## config.mk

```make
export PLATFORM = sky130hd
export DESIGN_NAME = traffic_phase_controller_flat
export DESIGN_NICKNAME = d
export VERILOG_FILES = /design/src/rtl/traffic_pkg.sv /design/src/rtl/traffic_phase_controller_if.sv /design/src/rtl/phase_timer.sv /design/src/rtl/traffic_phase_controller.sv /design/src/flat_wrapper.sv
export SDC_FILE = /design/constraint.sdc
export NUM_CORES = 1
export LEC_CHECK = 0
export ABC_AREA = 0
export CORE_MARGIN = 3
export CORE_UTILIZATION = 43
export CTS_CLUSTER_SIZE = 30
export DETAILED_ROUTE_END_ITERATION = 6
export SYNTH_ARGS = -nofsm -noshare
export SYNTH_HDL_FRONTEND = slang
export SYNTH_HIERARCHICAL = 1
export SYNTH_SLANG_ARGS = --single-unit
```

## constraint.sdc

```tcl
create_clock -name clock -period 4.7 [get_ports clock]
set_input_delay 1.175 -clock clock [delete_from_list [all_inputs] [get_ports clock]]
set_output_delay 1.175 -clock clock [all_outputs]
set_load 0.01 [all_outputs]
```

## src/rtl/traffic_pkg.sv

```systemverilog
// Shared types for the traffic phase controller: lamp codes, controller
// states and the phase-index width helper.
package traffic_pkg;

  // Two-bit code driven to each phase's lamp driver
  typedef enum logic [1:0] {
    LAMP_RED    = 2'b00,
    LAMP_YELLOW = 2'b01,
    LAMP_GREEN  = 2'b10
  } lamp_e;

  // Controller interval currently being timed
  typedef enum logic [1:0] {
    ST_GREEN   = 2'b00,
    ST_YELLOW  = 2'b01,
    ST_ALL_RED = 2'b10
  } ctrl_state_e;

  // Bits needed to index a phase; never less than one
  function automatic int unsigned phase_width(input int unsigned n);
    return (n > 1) ? $clog2(n) : 1;
  endfunction

endpackage

```

## src/rtl/traffic_phase_controller_if.sv

```systemverilog
// Sensor/lamp bundle of the traffic phase controller.
//   request      : synchronised demand level per phase (into controller)
//   lights       : lamp code per phase, phase i at bits [2i+1:2i]
//   active_phase : phase owning green/yellow, or the one last cleared
//   ctrl_state   : GREEN / YELLOW / ALL_RED
//   phase_start  : one-cycle pulse in the first cycle of each green
//   pending      : latched demand bits
// master = controller side, slave = sensor/lamp side.
interface traffic_phase_controller_if
  import traffic_pkg::*;
#(
  parameter int unsigned NUM_PHASES = 2,
  parameter int unsigned PW         = phase_width(NUM_PHASES)
);

  logic [NUM_PHASES-1:0]   request;
  logic [2*NUM_PHASES-1:0] lights;
  logic [PW-1:0]           active_phase;
  ctrl_state_e             ctrl_state;
  logic                    phase_start;
  logic [NUM_PHASES-1:0]   pending;

  modport master (
    input  request,
    output lights, active_phase, ctrl_state, phase_start, pending
  );

  modport slave (
    output request,
    input  lights, active_phase, ctrl_state, phase_start, pending
  );

endinterface

```

## src/rtl/phase_timer.sv

```systemverilog
// Interval timer: counts cycles in the current controller state, holds at
// 'limit', and returns to zero on a synchronous clear or reset.
//   clock, reset : rising-edge clock, synchronous active-high reset
//   clear        : zero the count on the next edge (state change)
//   limit        : saturation value
//   count        : registered cycle count
module phase_timer #(
  parameter int unsigned CNT_W = 16
) (
  input  logic             clock,
  input  logic             reset,
  input  logic             clear,
  input  logic [CNT_W-1:0] limit,
  output logic [CNT_W-1:0] count
);

  always_ff @(posedge clock) begin
    if (reset || clear) begin
      count <= '0;
    end else if (count != limit) begin
      count <= count + CNT_W'(1);
    end
  end

endmodule

```

## src/rtl/traffic_phase_controller.sv

```systemverilog
// N-phase round-robin signal controller. Serves only phases with latched
// demand, bounds each green between MIN_GREEN and MAX_GREEN with extension
// while the green phase keeps requesting, then runs fixed yellow and all-red
// clearance intervals.
//   clock, reset : rising-edge clock, synchronous active-high reset
//   bus          : request in; lights, active_phase, ctrl_state,
//                  phase_start, pending out (all registered)
module traffic_phase_controller
  import traffic_pkg::*;
#(
  parameter int unsigned NUM_PHASES   = 2,
  parameter int unsigned CNT_W        = 16,
  parameter int unsigned MIN_GREEN    = 8,
  parameter int unsigned MAX_GREEN    = 32,
  parameter int unsigned YELLOW_TIME  = 4,
  parameter int unsigned ALL_RED_TIME = 2
) (
  input logic                     clock,
  input logic                     reset,
  traffic_phase_controller_if.master bus
);

  localparam int unsigned PW = phase_width(NUM_PHASES);
  localparam int unsigned LW = 2 * NUM_PHASES;

  localparam logic [CNT_W-1:0] MIN_LAST = CNT_W'(MIN_GREEN - 1);
  localparam logic [CNT_W-1:0] MAX_LAST = CNT_W'(MAX_GREEN - 1);
  localparam logic [CNT_W-1:0] Y_LAST   = CNT_W'(YELLOW_TIME - 1);
  localparam logic [CNT_W-1:0] AR_LAST  = CNT_W'(ALL_RED_TIME - 1);

  // First phase with demand after 'cur', wrapping; 'cur' itself is tried last
  function automatic logic [PW-1:0] next_phase(input logic [NUM_PHASES-1:0] dem,
                                               input logic [PW-1:0]         cur);
    logic [PW-1:0] sel;
    logic          found;
    int unsigned   idx;
    sel   = cur;
    found = 1'b0;
    for (int unsigned k = 1; k <= NUM_PHASES; k++) begin
      idx = (32'(cur) + k) % NUM_PHASES;
      if (!found && dem[PW'(idx)]) begin
        sel   = PW'(idx);
        found = 1'b1;
      end
    end
    return sel;
  endfunction

  // Lamp word with 'code' on phase 'ph' and red everywhere else
  function automatic logic [LW-1:0] lamp_word(input lamp_e code, input logic [PW-1:0] ph);
    return LW'(code) << {ph, 1'b0};
  endfunction

  ctrl_state_e           state;
  logic [PW-1:0]         phase;
  logic [NUM_PHASES-1:0] pend;
  logic [LW-1:0]         lights;
  logic                  phase_start;
  logic [CNT_W-1:0]      timer;

  logic [NUM_PHASES-1:0] own_mask;
  logic [NUM_PHASES-1:0] set_mask;
  logic                  other_dem;
  logic                  go_yellow;
  logic                  go_red;
  logic                  go_green;
  logic                  state_chg;
  logic [PW-1:0]         nxt_phase;
  logic [CNT_W-1:0]      timer_limit;

  // Transition decisions and demand latch inputs
  always_comb begin
    own_mask    = NUM_PHASES'(1) << phase;
    // The green phase's own request extends green and is never latched
    set_mask    = bus.request & ~((state == ST_GREEN) ? own_mask : '0);
    other_dem   = |(pend & ~own_mask);
    go_yellow   = (state == ST_GREEN) && (timer >= MIN_LAST) && other_dem &&
                  (!(|(bus.request & own_mask)) || (timer >= MAX_LAST));
    go_red      = (state == ST_YELLOW) && (timer == Y_LAST);
    go_green    = (state == ST_ALL_RED) && (timer == AR_LAST);
    state_chg   = go_yellow || go_red || go_green;
    nxt_phase   = next_phase(pend, phase);
    timer_limit = (state == ST_GREEN) ? MAX_LAST : '1;
  end

  phase_timer #(
    .CNT_W (CNT_W)
  ) u_timer (
    .clock (clock),
    .reset (reset),
    .clear (state_chg),
    .limit (timer_limit),
    .count (timer)
  );

  // Controller state, demand latch and registered lamp outputs
  always_ff @(posedge clock) begin
    if (reset) begin
      state       <= ST_GREEN;
      phase       <= '0;
      pend        <= '0;
      phase_start <= 1'b0;
      lights      <= lamp_word(LAMP_GREEN, '0);
    end else begin
      phase_start <= 1'b0;
      pend        <= pend | set_mask;
      case (state)
        ST_GREEN: begin
          if (go_yellow) begin
            state  <= ST_YELLOW;
            lights <= lamp_word(LAMP_YELLOW, phase);
          end
        end
        ST_YELLOW: begin
          if (go_red) begin
            state  <= ST_ALL_RED;
            lights <= '0;
          end
        end
        ST_ALL_RED: begin
          if (go_green) begin
            state       <= ST_GREEN;
            phase       <= nxt_phase;
            phase_start <= 1'b1;
            // Entry clear wins over a same-cycle request for the new phase
            pend        <= (pend | set_mask) & ~(NUM_PHASES'(1) << nxt_phase);
            lights      <= lamp_word(LAMP_GREEN, nxt_phase);
          end
        end
        default: begin
          state  <= ST_GREEN;
          lights <= lamp_word(LAMP_GREEN, phase);
        end
      endcase
    end
  end

  assign bus.lights       = lights;
  assign bus.active_phase = phase;
  assign bus.ctrl_state   = state;
  assign bus.phase_start  = phase_start;
  assign bus.pending      = pend;

endmodule
```

## src/flat_wrapper.sv

```systemverilog
// flat-port wrapper written by rule: the top's interface ports become plain ports
module traffic_phase_controller_flat import traffic_pkg::*;
#(
  parameter int unsigned NUM_PHASES   = 2,
  parameter int unsigned CNT_W        = 16,
  parameter int unsigned MIN_GREEN    = 8,
  parameter int unsigned MAX_GREEN    = 32,
  parameter int unsigned YELLOW_TIME  = 4,
  parameter int unsigned ALL_RED_TIME = 2
)
  (clock, reset, bus_request, bus_lights, bus_active_phase, bus_ctrl_state, bus_phase_start, bus_pending);
  traffic_phase_controller_if #(.NUM_PHASES(NUM_PHASES)) bus_i ();
  input logic clock;
  input logic reset;
  input wire logic [$bits(bus_i.request)-1:0] bus_request;
  output wire logic [$bits(bus_i.lights)-1:0] bus_lights;
  output wire logic [$bits(bus_i.active_phase)-1:0] bus_active_phase;
  output wire logic [$bits(bus_i.ctrl_state)-1:0] bus_ctrl_state;
  output wire logic [$bits(bus_i.phase_start)-1:0] bus_phase_start;
  output wire logic [$bits(bus_i.pending)-1:0] bus_pending;
  assign bus_i.request = bus_request;
  assign bus_lights = bus_i.lights;
  assign bus_active_phase = bus_i.active_phase;
  assign bus_ctrl_state = bus_i.ctrl_state;
  assign bus_phase_start = bus_i.phase_start;
  assign bus_pending = bus_i.pending;
  traffic_phase_controller #(.NUM_PHASES(NUM_PHASES), .CNT_W(CNT_W), .MIN_GREEN(MIN_GREEN), .MAX_GREEN(MAX_GREEN), .YELLOW_TIME(YELLOW_TIME), .ALL_RED_TIME(ALL_RED_TIME)) u_core (.clock(clock), .reset(reset), .bus(bus_i));
endmodule
```

== Word-level counts from Yosys, hierarchy flattened ==
Cells that the tools add are included.

* Register bits after elaboration: 26
* Latch bits: 0
* Bits in writable memories: 0
* ROM bits: 0
* Input port bits: 4
* Output and inout port bits: 10
* Memories: 0

* Add/sub/neg operators: 3
* $mul: 0
* Divide/modulo/power cells: 0
* $lt $le $gt $ge: 4
* Eq/ne operators: 8
* Shift-type cells: 5
* Mux-type cells: 20
* Bitwise gates (word level): 9
* Reduce and logical (&&, ||, !) cells: 18

{| class="wikitable"
|+ Operators by type and width
! cell !! number
|-
| adder 16 x 1 -> 16 bit, second input constant || 1
|-
| == test 16 x 1 -> 1 bit, second input constant || 1
|-
| == test 16 x 2 -> 1 bit, second input constant || 1
|-
| greater-or-equal comparator 16 x 3 -> 1 bit, second input constant || 1
|-
| greater-or-equal comparator 16 x 5 -> 1 bit, second input constant || 1
|-
| 2-to-1 mux 16 bit || 1
|-
| != test 16 bit || 1
|-
| 2-to-1 mux 2 bit || 6
|-
| 2-to-1 mux 4 bit || 3
|-
| case mux 4 bit (3 select lines) || 1
|-
| bitwise AND 2 bit || 4
|-
| 2-to-1 mux 1 bit || 8
|-
| << shifter 2 x 2 -> 4 bit, first input constant || 2
|-
| logical AND 1 bit || 6
|-
| != test 2 x 1 -> 1 bit, second input constant || 3
|-
| NOT 2 bit || 3
|-
| case mux 2 bit (3 select lines) || 1
|-
| OR reduction 2 bit || 3
|-
| logical OR 1 bit || 4
|-
| < comparator 1 x 2 -> 1 bit, second input constant || 2
|-
| << shifter 1 x 1 -> 2 bit, first input constant || 2
|-
| << shifter 1 x 2 -> 4 bit, first input constant || 1
|-
| AND reduction 3 bit || 1
|-
| adder 1 bit, second input constant || 2
|-
| other kinds (7) || 8
|}

== Longest topological paths before layout ==
Gate-level depths: netlist of run 1.

* Depth in word-level cells: 12
* Depth in mapped cells: 9
* Depth with buffers taken out: 7

== Hierarchy ==
The synthesis of run 1 kept the hierarchy.

{| class="wikitable"
|+ Modules (own cells, without submodules)
! module !! times used !! cells an instance !! area each (sq um) !! sequential area each (sq um)
|-
| phase_timer || 1 || 111 || 935.9 || 320.3
|-
| traffic_phase_controller || 1 || 76 || 621.8 || 200.2
|}

== Worst setup path before layout of run 1 ==
Ideal clock, no wire load.

* Kind: input port to flip-flop
* From: in bus_request[1]
* To: reg u_core.u_timer.count[11]
* Library setup time: 70 ps
* Arrival: 2603 ps
* Required time: 4630 ps
* Slack: 2027 ps
* Stages: 8
* Buffers on the path: 2
* Cell sequence: mux2_2 -> nor2_1 -> o31ai_2 -> o21ai_0 -> or2_2 -> buf_1 -> clkbuf_1 -> a21oi_1

* Longest elaborated chain between the ends: 8

{| class="wikitable"
|+ Ends and longest elaborated chain
! element !! RTL line !! text
|-
| start: declaration || flat_wrapper.sv:15 || <nowiki>input wire logic [$bits(bus_i.request)-1:0] bus_request;</nowiki>
|-
| bitwise AND 2 bit || traffic_phase_controller.sv:78 || <nowiki>(!(|(bus.request & own_mask)) || (timer >= MAX_LAST));</nowiki>
|-
| OR reduction 2 bit || traffic_phase_controller.sv:78 ||
|-
| logical NOT 1 bit || traffic_phase_controller.sv:78 ||
|-
| logical OR 1 bit || traffic_phase_controller.sv:78 ||
|-
| logical AND 1 bit || traffic_phase_controller.sv:77 || <nowiki>go_yellow = (state == ST_GREEN) && (timer >= MIN_LAST) && other_dem &&</nowiki>
|-
| logical OR 1 bit (2 in a row) || traffic_phase_controller.sv:81 || <nowiki>state_chg = go_yellow || go_red || go_green;</nowiki>
|-
| net u_core.state_chg || traffic_phase_controller.sv:67 || <nowiki>logic state_chg;</nowiki>
|-
| logical OR 1 bit || phase_timer.sv:18 || <nowiki>if (reset || clear) begin</nowiki>
|-
| end signal: assignment || phase_timer.sv:21 || <nowiki>count <= count + CNT_W'(1);</nowiki>
|-
| end: declaration || phase_timer.sv:14 || <nowiki>output logic [CNT_W-1:0] count</nowiki>
|}

The timed path passes the listed nets, and every way through them passes these cells.
A chain may end at the register's enable or synchronous reset.

== Final worst setup path of run 1 ==
* From: in bus_request[1]
* To: reg u_core.u_timer.count[4]

Same word-level chain as after synthesis.

==> results_dict.tcl, run 1 <==
set metrics [dict create \
    hold_violations 0 \
    nets 206 \
    fp.coreArea_um2 3420 \
    via_per_inst 5.74 \
    antenna_found_initial 0 \
    ctsHtreeMaxLevel 1 \
    grt_max_degree 21 \
    synth_xor_area_frac 0.0956 \
    fillers 341 \
    maxCapViolations 0 \
    finalCritPeriodShare 0.613 \
    synth_compound_area_frac 0.192 \
    first_global_vias 1286 \
    clockRootBuffer "clkbuf_4" \
    p_sw_w 0.0000931 \
    yosysSeqAreaShare 0.334 \
    setup_tns_ns 0 \
    relSlewSlack 0.636 \
    syn_to_final_growth_pct 13.4 \
    critPathLaunchType "input port" \
    ys_types 47 \
    drtAntennaViolNets 0 \
    final_core_util 0.517 \
    synth_top_family_by_area "simple AND/OR/NAND/NOR gates" \
    multi_input_area_um2 992 \
    rows 21 \
    overflow 0 \
    io_pins 14 \
    fin_worst_skew_ns 0.00265 \
    setup_viol 0 \
    clkSinkCount 26 \
    synth.avg_cell_area_um2 8.33 \
    hold_path_class "flip-flop to flip-flop" \
    drt_iter0_markers 133 \
    synth_fa_ha_area_frac 0.00803 \
    outcome "finished clean" \
    synthSimpleGateAreaFrac 0.310 \
    routed_wl_um 3330 \
    ys_warn_count 6 \
    slew_viol_final 0 \
    p_total_w 0.000382 \
    grt_use_total 0.164 \
    die_area_um2 4380 \
    path_clk_slew_ns 0.14 \
    vdd_ir_drop_max_mv 0.115 \
    synthFlopType "dfxtp_1" \
    post_drt_wl_per_cell_um 13.5 \
    holdBufCountCts 0 \
    dp.cells 242 \
    drc 0 \
    p_per_area_nw_per_um2 216 \
    p_int_w 0.000289 \
    grt_pass1_wl_um 5760 \
    vias 1412 \
    path_max_fanout 16 \
    start_util 0.456 \
    synthesis.area_um2 1560 \
    ys_async_sr_fraction 0 \
    clk_latency_ns 0.31 \
    io_buffers 13 \
    power.leakage_nw 0.522 \
    whs_ns 0.490 \
    cts_made_buffers 3 \
    cts_tree "built" \
    seqPwrFrac 0.611 \
    antenna_cells 0 \
    crit_type "input port to flip-flop" \
    synth.area.mux_share 0.0137 \
    postCtsSetupRepairBufs 0 \
    ctsResizeCount 0 \
    drive_gt1_frac 0.0800 \
    cp_data_arrival_time_ns 3.13 \
    worst_pin_slew_ns 0.546 \
    seqCellArea_um2 520 \
    instances_no_fill 246 \
    fmax_mhz 347 \
    p_sw_frac 0.244 \
    synth-edff-count 0 \
    gp_congestion 0.813 \
    fin_crit_ns 2.88 \
    dp_hpwl_um 2510 \
    p_clk_frac 0.291 \
    clk_path_buf_depth 2 \
    p_comb_frac 0.098 \
    synth_seq_cells 26 \
    rsz0062_at_grt "false" \
    dr.pass1.iters 4 \
    syn_inst 187 \
    die-height_um 66.2 \
    required_ns 4.95 \
    end_kind "flip-flop" \
    die_w_um 66.2 \
]
cell usage in the layout (no fill, tap or decap), drive strengths merged, types with 9 or more instances in the layout:
cell type,n
a21oi,24
dfxtp,26
nand2,9
clkdlybuf4s50,13
nand4,10
xnor2,16
nand3,13
power groups by stage:
stage               clock network, W  logic (W)  registers, W
global route                0.000126  0.0000419      0.000235
CTS                         0.000120  0.0000378      0.000234
detailed placement                 0  0.0000377      0.000238
finish                      0.000111  0.0000374      0.000233
global placement                   0  0.0000361      0.000238
floorplan                          0  0.0000279      0.000236
worst max-delay path, cell delays in order:
cell and delay (ns):
clkdlybuf4s50_1 0.48, mux2_2 0.18, a21oi_1 0.09, o31ai_2 0.40, o21ai_0 0.15, or2_2 0.47
a21oi_1 0.17
final timing paths:
kind / from / to / slack [ns] / depth (start not counted)
worst min-delay path: u_core/bus.lights[3]$_SDFFE_PP0P_ / u_core/bus.lights[3]$_SDFFE_PP0P_ / 0.49 / 2
worst min register to register: u_core/bus.lights[3]$_SDFFE_PP0P_ / u_core/bus.lights[3]$_SDFFE_PP0P_ / 0.49 / 2
worst max register to register: u_core/bus.ctrl_state[0]$_SDFFE_PP0P_ / u_core/u_timer/count[1]$_SDFFE_PP0P_ / 1.92 / 8
worst max-delay path: bus_request[1] / u_core/u_timer/count[4]$_SDFFE_PP0P_ / 1.82 / 7
synth_stat cells, types with 2 or more instances:
master / number / area (um2)
nor4_4: 2 / 42.5
nor4_1: 3 / 18.8
nand4_1: 9 / 56.3
nor3_1: 3 / 15.0
inv_1: 6 / 22.5
or4_1: 7 / 52.6
nand2_1: 9 / 33.8
or2_2: 2 / 12.5
clkbuf_1: 4 / 15.0
nand3_1: 13 / 65.1
o21ai_0: 4 / 20.0
nor2_1: 8 / 30.0
nand3b_1: 2 / 15.0
dfxtp_1: 26 / 521
a21oi_1: 24 / 120
buf_1: 2 / 7.51
xnor2_1: 16 / 140
o21ai_1: 4 / 20.0
o31ai_1: 7 / 52.6
nand2b_1: 2 / 12.5
or3_1: 8 / 50.1
cell type report:
cell class	instances	area share
clock buffer	4	0.0205
inverter	6	0.0127
multi-input combinational	150	0.562
sequential	26	0.295
tap	46	0.0326
timing repair buffer	14	0.0779
state kept, by name (all words and copies together) (netlist names):
signal                   count
u_core/bus.lights            4
u_core/bus.active_phase      1
u_core/u_timer/count        16
u_core/bus.ctrl_state        2
u_core/bus.pending           2
u_core/bus.phase_start       1
cells by family (layout without fill, tap and decap cells):
logic type      after synthesis  after routing
simple gates                 76             76
flops                        26             26
other cells                   1              5
mux                           2              2
buf+inv                      15             24
compound gates               49             49
xor+xnor                     17             17
fa+ha+maj                     1              1
layer usage:
layer | share of wire | up-vias | wire length, um | GRT usage
met5 | 0 | - | 0 | 0
met4 | 0.0060 | 0 | 20 | 0.0305
li1 | - | 724 | - | -
met1 | 0.47 | 659 | 1550 | 0.199
met2 | 0.49 | 27 | 1630 | 0.302
met3 | 0.037 | 2 | 123 | 0.0272
per-stage QoR:
step           setup WS (ns)  cell area [um2]
2_1_floorplan           2.03             1570
3_5_place_dp            1.49             1730
4_1_cts                 1.83             1770
6_report                1.82             1770
5_1_grt                 1.60             1770
3_3_place_gp            1.58             1730
Note: power is estimated with default switching activity, not from simulation.
==> run 2: changes to the inputs <==
==> constraint.sdc (replaced) <==
create_clock -name clock -period 2.7 [get_ports clock]
set_input_delay 0.675 -clock clock [delete_from_list [all_inputs] [get_ports clock]]
set_output_delay 0.675 -clock clock [all_outputs]
set_load 0.01 [all_outputs]
==> results_dict.tcl, run 2 (synthesized netlist as in run 1, its figures left out) <==
set metrics [dict create \
    gp_congestion 0.803 \
    postCtsSetupRepairBufs 0 \
    seqPwrFrac 0.607 \
    p_int_w 0.000504 \
    overflow 0 \
    hold_violations 0 \
    worst_pin_slew_ns 0.546 \
    grt_pass1_wl_um 6150 \
    grt_use_total 0.176 \
    setup_tns_ns 0 \
    drtAntennaViolNets 0 \
    cp_data_arrival_time_ns 2.50 \
    cts_made_buffers 3 \
    first_global_vias 1315 \
    final_core_util 0.524 \
    hp-start "u_core/bus.lights[2]$_SDFFE_PP0P_" \
    holdBufCountCts 0 \
    hold_path_class "flip-flop to flip-flop" \
    grt_max_degree 17 \
    cp_slowest_cell "or4_1" \
    post_drt_wl_per_cell_um 13.9 \
    maxCapViolations 0 \
    vias 1411 \
    p_sw_w 0.000166 \
    final_common_cell "dfxtp_1" \
    holdPathEnd "u_core/bus.lights[2]$_SDFFE_PP0P_" \
    fmax_mhz 445 \
    ctsResizeCount 0 \
    fin_worst_skew_ns 0.00692 \
    final_cell_mix "dfxtp_1, a21oi_1, xnor2_1" \
    crit_family "simple AND/OR/NAND/NOR gates" \
    cts_tree "built" \
    die_w_um 66.2 \
    io_buffers 13 \
    slew_viol_final 0 \
    die-height_um 66.2 \
    r2r_cells 8 \
    slowest_delay_ns 0.51 \
    drt_iter0_markers 88 \
    path_clk_slew_ns 0.14 \
    start_util 0.456 \
    clk_path_buf_depth 2 \
    routed_wl_um 3460 \
    fp.coreArea_um2 3420 \
    crit_type "flip-flop to flip-flop" \
    syn_to_final_growth_pct 14.9 \
    clockRootBuffer "clkbuf_4" \
    drive_gt1_frac 0.0936 \
    end_kind "flip-flop" \
    via_per_inst 5.67 \
    outcome "finished clean" \
    antenna_found_initial 0 \
    io_pins 14 \
    die_area_um2 4380 \
    rr_endpoint "u_core/u_timer/count[11]$_SDFFE_PP0P_" \
    required_ns 2.96 \
    setup_viol 0 \
    clkSinkCount 26 \
    p_clk_frac 0.295 \
    critPathLaunchType "flip-flop" \
    power.leakage_nw 0.537 \
    fin_crit_ns 2.25 \
    drc 0 \
    vdd_ir_drop_max_mv 0.188 \
    nets 209 \
    ctsHtreeMaxLevel 1 \
    crit_buf_inv 2 \
    finalCritPeriodShare 0.832 \
    path_max_fanout 14 \
    p_sw_frac 0.248 \
    dr.pass1.iters 4 \
    rows 21 \
    crit_chain "nor2_1 -> inv_1 -> xnor2_1 -> nand4_1 -> nor4_4 -> buf_4 -> or4_1 -> a21oi_1" \
    rsz0062_at_grt "false" \
    fillers 337 \
    hold_depth 2 \
    r2r_start "u_core/bus.ctrl_state[1]$_SDFFE_PP0P_" \
    antenna_cells 0 \
    dp_hpwl_um 2550 \
    top_register "u_core/u_timer/count" \
    largest_reg_flops 16 \
    r2r_slack_ns 0.45 \
    largestRegisters "u_core/u_timer/count: 16 flops, u_core/bus.lights: 4 flops" \
    relSlewSlack 0.635 \
    p_per_area_nw_per_um2 374 \
    p_comb_frac 0.098 \
    whs_ns 0.482 \
    clk_latency_ns 0.32 \
]
## run 2: cell count changes in the layout (fill, tap and decap cells not counted), sizes merged
cell	before	now
buf	1	4
## run 2: how the worst max path moves through the flow
| stage | cells past startpoint | startpoint | endpoint |
|---|---|---|---|
| floorplan | 8 | bus_request[1] | u_core/u_timer/count[11]$_SDFFE_PP0P_ |
| global placement | 7 | bus_request[0] | u_core/u_timer/count[12]$_SDFFE_PP0P_ |
| detailed placement | 7 | bus_request[0] | u_core/u_timer/count[10]$_SDFFE_PP0P_ |
| CTS | 8 | u_core/bus.ctrl_state[1]$_SDFFE_PP0P_ | u_core/u_timer/count[8]$_SDFFE_PP0P_ |
| global route | 8 | u_core/bus.ctrl_state[1]$_SDFFE_PP0P_ | u_core/u_timer/count[11]$_SDFFE_PP0P_ |
| finish | 8 | u_core/bus.ctrl_state[1]$_SDFFE_PP0P_ | u_core/u_timer/count[11]$_SDFFE_PP0P_ |
## run 2: layer usage
layer | routed length (um) | global-route usage
met5 | 0 | 0
met2 | 1760 | 0.301
met1 | 1600 | 0.226
met4 | 23 | 0.0609
met3 | 86 | 0.0221
## run 2: through the flow
step	std cells	cell area (um2)	total power (W)	setup slack, ns
2_1_floorplan	191	1570	0.000459	0.527
3_3_place_gp	245	1750	0.000478	0.312
3_5_place_dp	245	1750	0.000480	0.251
4_1_cts	249	1790	0.000682	0.446
5_1_grt	249	1790	0.000707	0.224
6_report	249	1790	0.000670	0.454
## run 2: worst reg2reg max path, stage by stage (launching register included)
cell	delay (ns)
dfxtp_1	0.46
nor2_1	0.10
inv_1	0.42
xnor2_1	0.13
nand4_1	0.17
nor4_4	0.07
buf_4	0.18
or4_1	0.51
a21oi_1	0.15
## run 2: layout make-up
type                       instances  area, um2  area share
inverter                           6       22.5      0.0126
sequential                        26        520       0.291
timing repair buffer              17        160      0.0895
clock buffer                       4       36.3      0.0203
multi-input combinational        150        992       0.555
tap                               46       57.6      0.0322
## run 2: power by group through the flow
stage                     registers, W  clock network, W  logic (W)
after detailed placement      0.000414                 0  0.0000658
after floorplan               0.000410                 0  0.0000486
after global placement        0.000414                 0  0.0000642
final                         0.000406          0.000197  0.0000659
after global routing          0.000408          0.000225  0.0000737
after CTS                     0.000406          0.000210  0.0000662
==> run 3: changes to the inputs <==
==> constraint.sdc (replaced) <==
create_clock -name clock -period 2.05 [get_ports clock]
set_input_delay 0.5125 -clock clock [delete_from_list [all_inputs] [get_ports clock]]
set_output_delay 0.5125 -clock clock [all_outputs]
set_load 0.01 [all_outputs]
==> results_dict.tcl, run 3 (synthesized netlist as in run 1, its figures left out) <==
set metrics [dict create \
    end_kind "flip-flop" \
    nets 218 \
    dp_hpwl_um 2680 \
    critPathLaunchType "input port" \
    fin_area_um2 1870 \
    cp_common_cell "a21oi_1" \
    die_area_um2 4380 \
    multi_input_area_um2 1010 \
    required_ns 2.30 \
    whs_ns 0.484 \
    hold_violations 0 \
    hold_path_class "flip-flop to flip-flop" \
    rows 21 \
    crit_family "compound AO/OA/AOI/OAI gates" \
    die_w_um 66.2 \
    cp_data_arrival_time_ns 2.20 \
    routed_wl_um 3560 \
    crit_type "input port to flip-flop" \
    setup_viol 0 \
    antenna_cells 0 \
    grt_max_degree 31 \
    clk_latency_ns 0.31 \
    cts_made_buffers 3 \
    first_global_vias 1416 \
    r2r_cells 8 \
    finalCritPeriodShare 0.952 \
    die-height_um 66.2 \
    drt_iter0_markers 90 \
    seqCellArea_um2 520 \
    fin_worst_skew_ns 0.00209 \
    final_common_cell "dfxtp_1" \
    fillers 317 \
    final_cell_mix "dfxtp_1, a21oi_1, xnor2_1" \
    fin_crit_ns 1.95 \
    outcome "finished clean" \
    vias 1471 \
    clk_path_buf_depth 2 \
    slowest_delay_ns 0.43 \
    cp_slowest_cell "clkdlybuf4s50_1" \
    met1_length_um 1600 \
    fmax_mhz 513 \
    crit_chain "clkdlybuf4s50_1 -> mux2_2 -> a21oi_1 -> o31ai_4 -> buf_4 -> a311o_1 -> a21oi_1" \
    drive_gt1_frac 0.137 \
    r2r_start "u_core/bus.ctrl_state[0]$_SDFFE_PP0P_" \
    final_core_util 0.548 \
    place_area_um2 1840 \
    drtAntennaViolNets 0 \
    slew_viol_final 0 \
    largest_reg_flops 16 \
    syn_to_final_growth_pct 20.2 \
    clkSinkCount 26 \
    fp.coreArea_um2 3420 \
    drc 0 \
    cts_tree "built" \
    maxCapViolations 0 \
    largestRegisters "u_core/u_timer/count: 16 flops, u_core/bus.lights: 4 flops" \
    post_drt_wl_per_cell_um 13.8 \
    top_layer "met4" \
    wl_met2_um 1820 \
    wl_met3_um 105 \
    dr.pass1.iters 4 \
    vdd_ir_drop_max_mv 0.268 \
    io_pins 14 \
    path_clk_slew_ns 0.13 \
    ctsHtreeMaxLevel 1 \
    antenna_found_initial 0 \
    rr_endpoint "u_core/u_timer/count[15]$_SDFFE_PP0P_" \
    holdBufCountCts 0 \
    start_util 0.456 \
    gp_congestion 0.786 \
    io_buffers 13 \
    path_max_fanout 6 \
    rsz0062_at_grt "false" \
    crit_buf_inv 2 \
    grt_use_total 0.181 \
    crit_cells 7 \
    top_register "u_core/u_timer/count" \
    clockRootBuffer "clkbuf_4" \
    r2r_slack_ns 0.12 \
    overflow 0 \
    startpoint "bus_request[0]" \
    via_per_inst 5.72 \
    power.leakage_nw 0.578 \
    grt_pass1_wl_um 6220 \
    p_per_area_nw_per_um2 449 \
    endpoint "u_core/bus.lights[3]$_SDFFE_PP0P_" \
]
==> run 3: area by class of cell <==
cell class	count	share of cell area
well taps	46	0.0307
inverters	6	0.0134
flip-flops and latches	26	0.278
multi-input cells	150	0.537
repair buffers	26	0.128
clock buffers	3	0.0120
==> run 3: worst min path at each step <==
stage,from,to,slack [ns],depth (start not counted)
floorplan,u_core/u_timer/count[8]$_SDFFE_PP0P_,u_core/u_timer/count[8]$_SDFFE_PP0P_,0.49,2
global placement,u_core/bus.lights[0]$_SDFFE_PP0P_,u_core/bus.lights[0]$_SDFFE_PP0P_,0.46,2
detailed placement,u_core/bus.lights[0]$_SDFFE_PP0P_,u_core/bus.lights[0]$_SDFFE_PP0P_,0.47,2
CTS,u_core/bus.lights[0]$_SDFFE_PP0P_,u_core/bus.lights[0]$_SDFFE_PP0P_,0.49,2
global route,u_core/bus.lights[0]$_SDFFE_PP0P_,u_core/bus.lights[0]$_SDFFE_PP0P_,0.52,2
finish,u_core/bus.lights[0]$_SDFFE_PP0P_,u_core/bus.lights[0]$_SDFFE_PP0P_,0.48,2
==> run 3: stage by stage <==
stage          power, W  setup WS (ns)  setup TNS [ns]  instances
6_report       0.000840         0.0990               0        257
5_1_grt        0.000885        0.00435               0        257
4_1_cts        0.000858         0.0317               0        257
3_5_place_dp   0.000640         -0.303           -4.74        254
3_3_place_gp   0.000637         -0.252           -4.09        254
2_1_floorplan  0.000605         0.0108               0        191
==> run 3: power by group <==
part	total (W)	internal, W	switching (W)
registers	0.000530	0.000514	0.0000162
logic	0.0000990	0.0000464	0.0000526
clock network	0.000211	0.0000687	0.000142
==> run 3: repair_timing <==
item                       CTS  global route
setup buffers                0             0
setup endpoints to repair    0            15
resized for setup            0             3
==> run 3: worst reg2reg max path, cell delays in order (launching register included) <==
cell     delay [ns]
dfxtp_1        0.34
nor2_2         0.18
inv_4          0.12
xnor2_1        0.16
nand4_1        0.16
nor4_4         0.08
buf_12         0.16
or4_1          0.51
a21oi_1        0.16
==> run 3: per-layer routing <==
metal,vias to the layer above,track usage
met1,697,0.220
met4,0,0.0685
li1,748,-
met3,4,0.0272
met5,-,0
met2,22,0.316
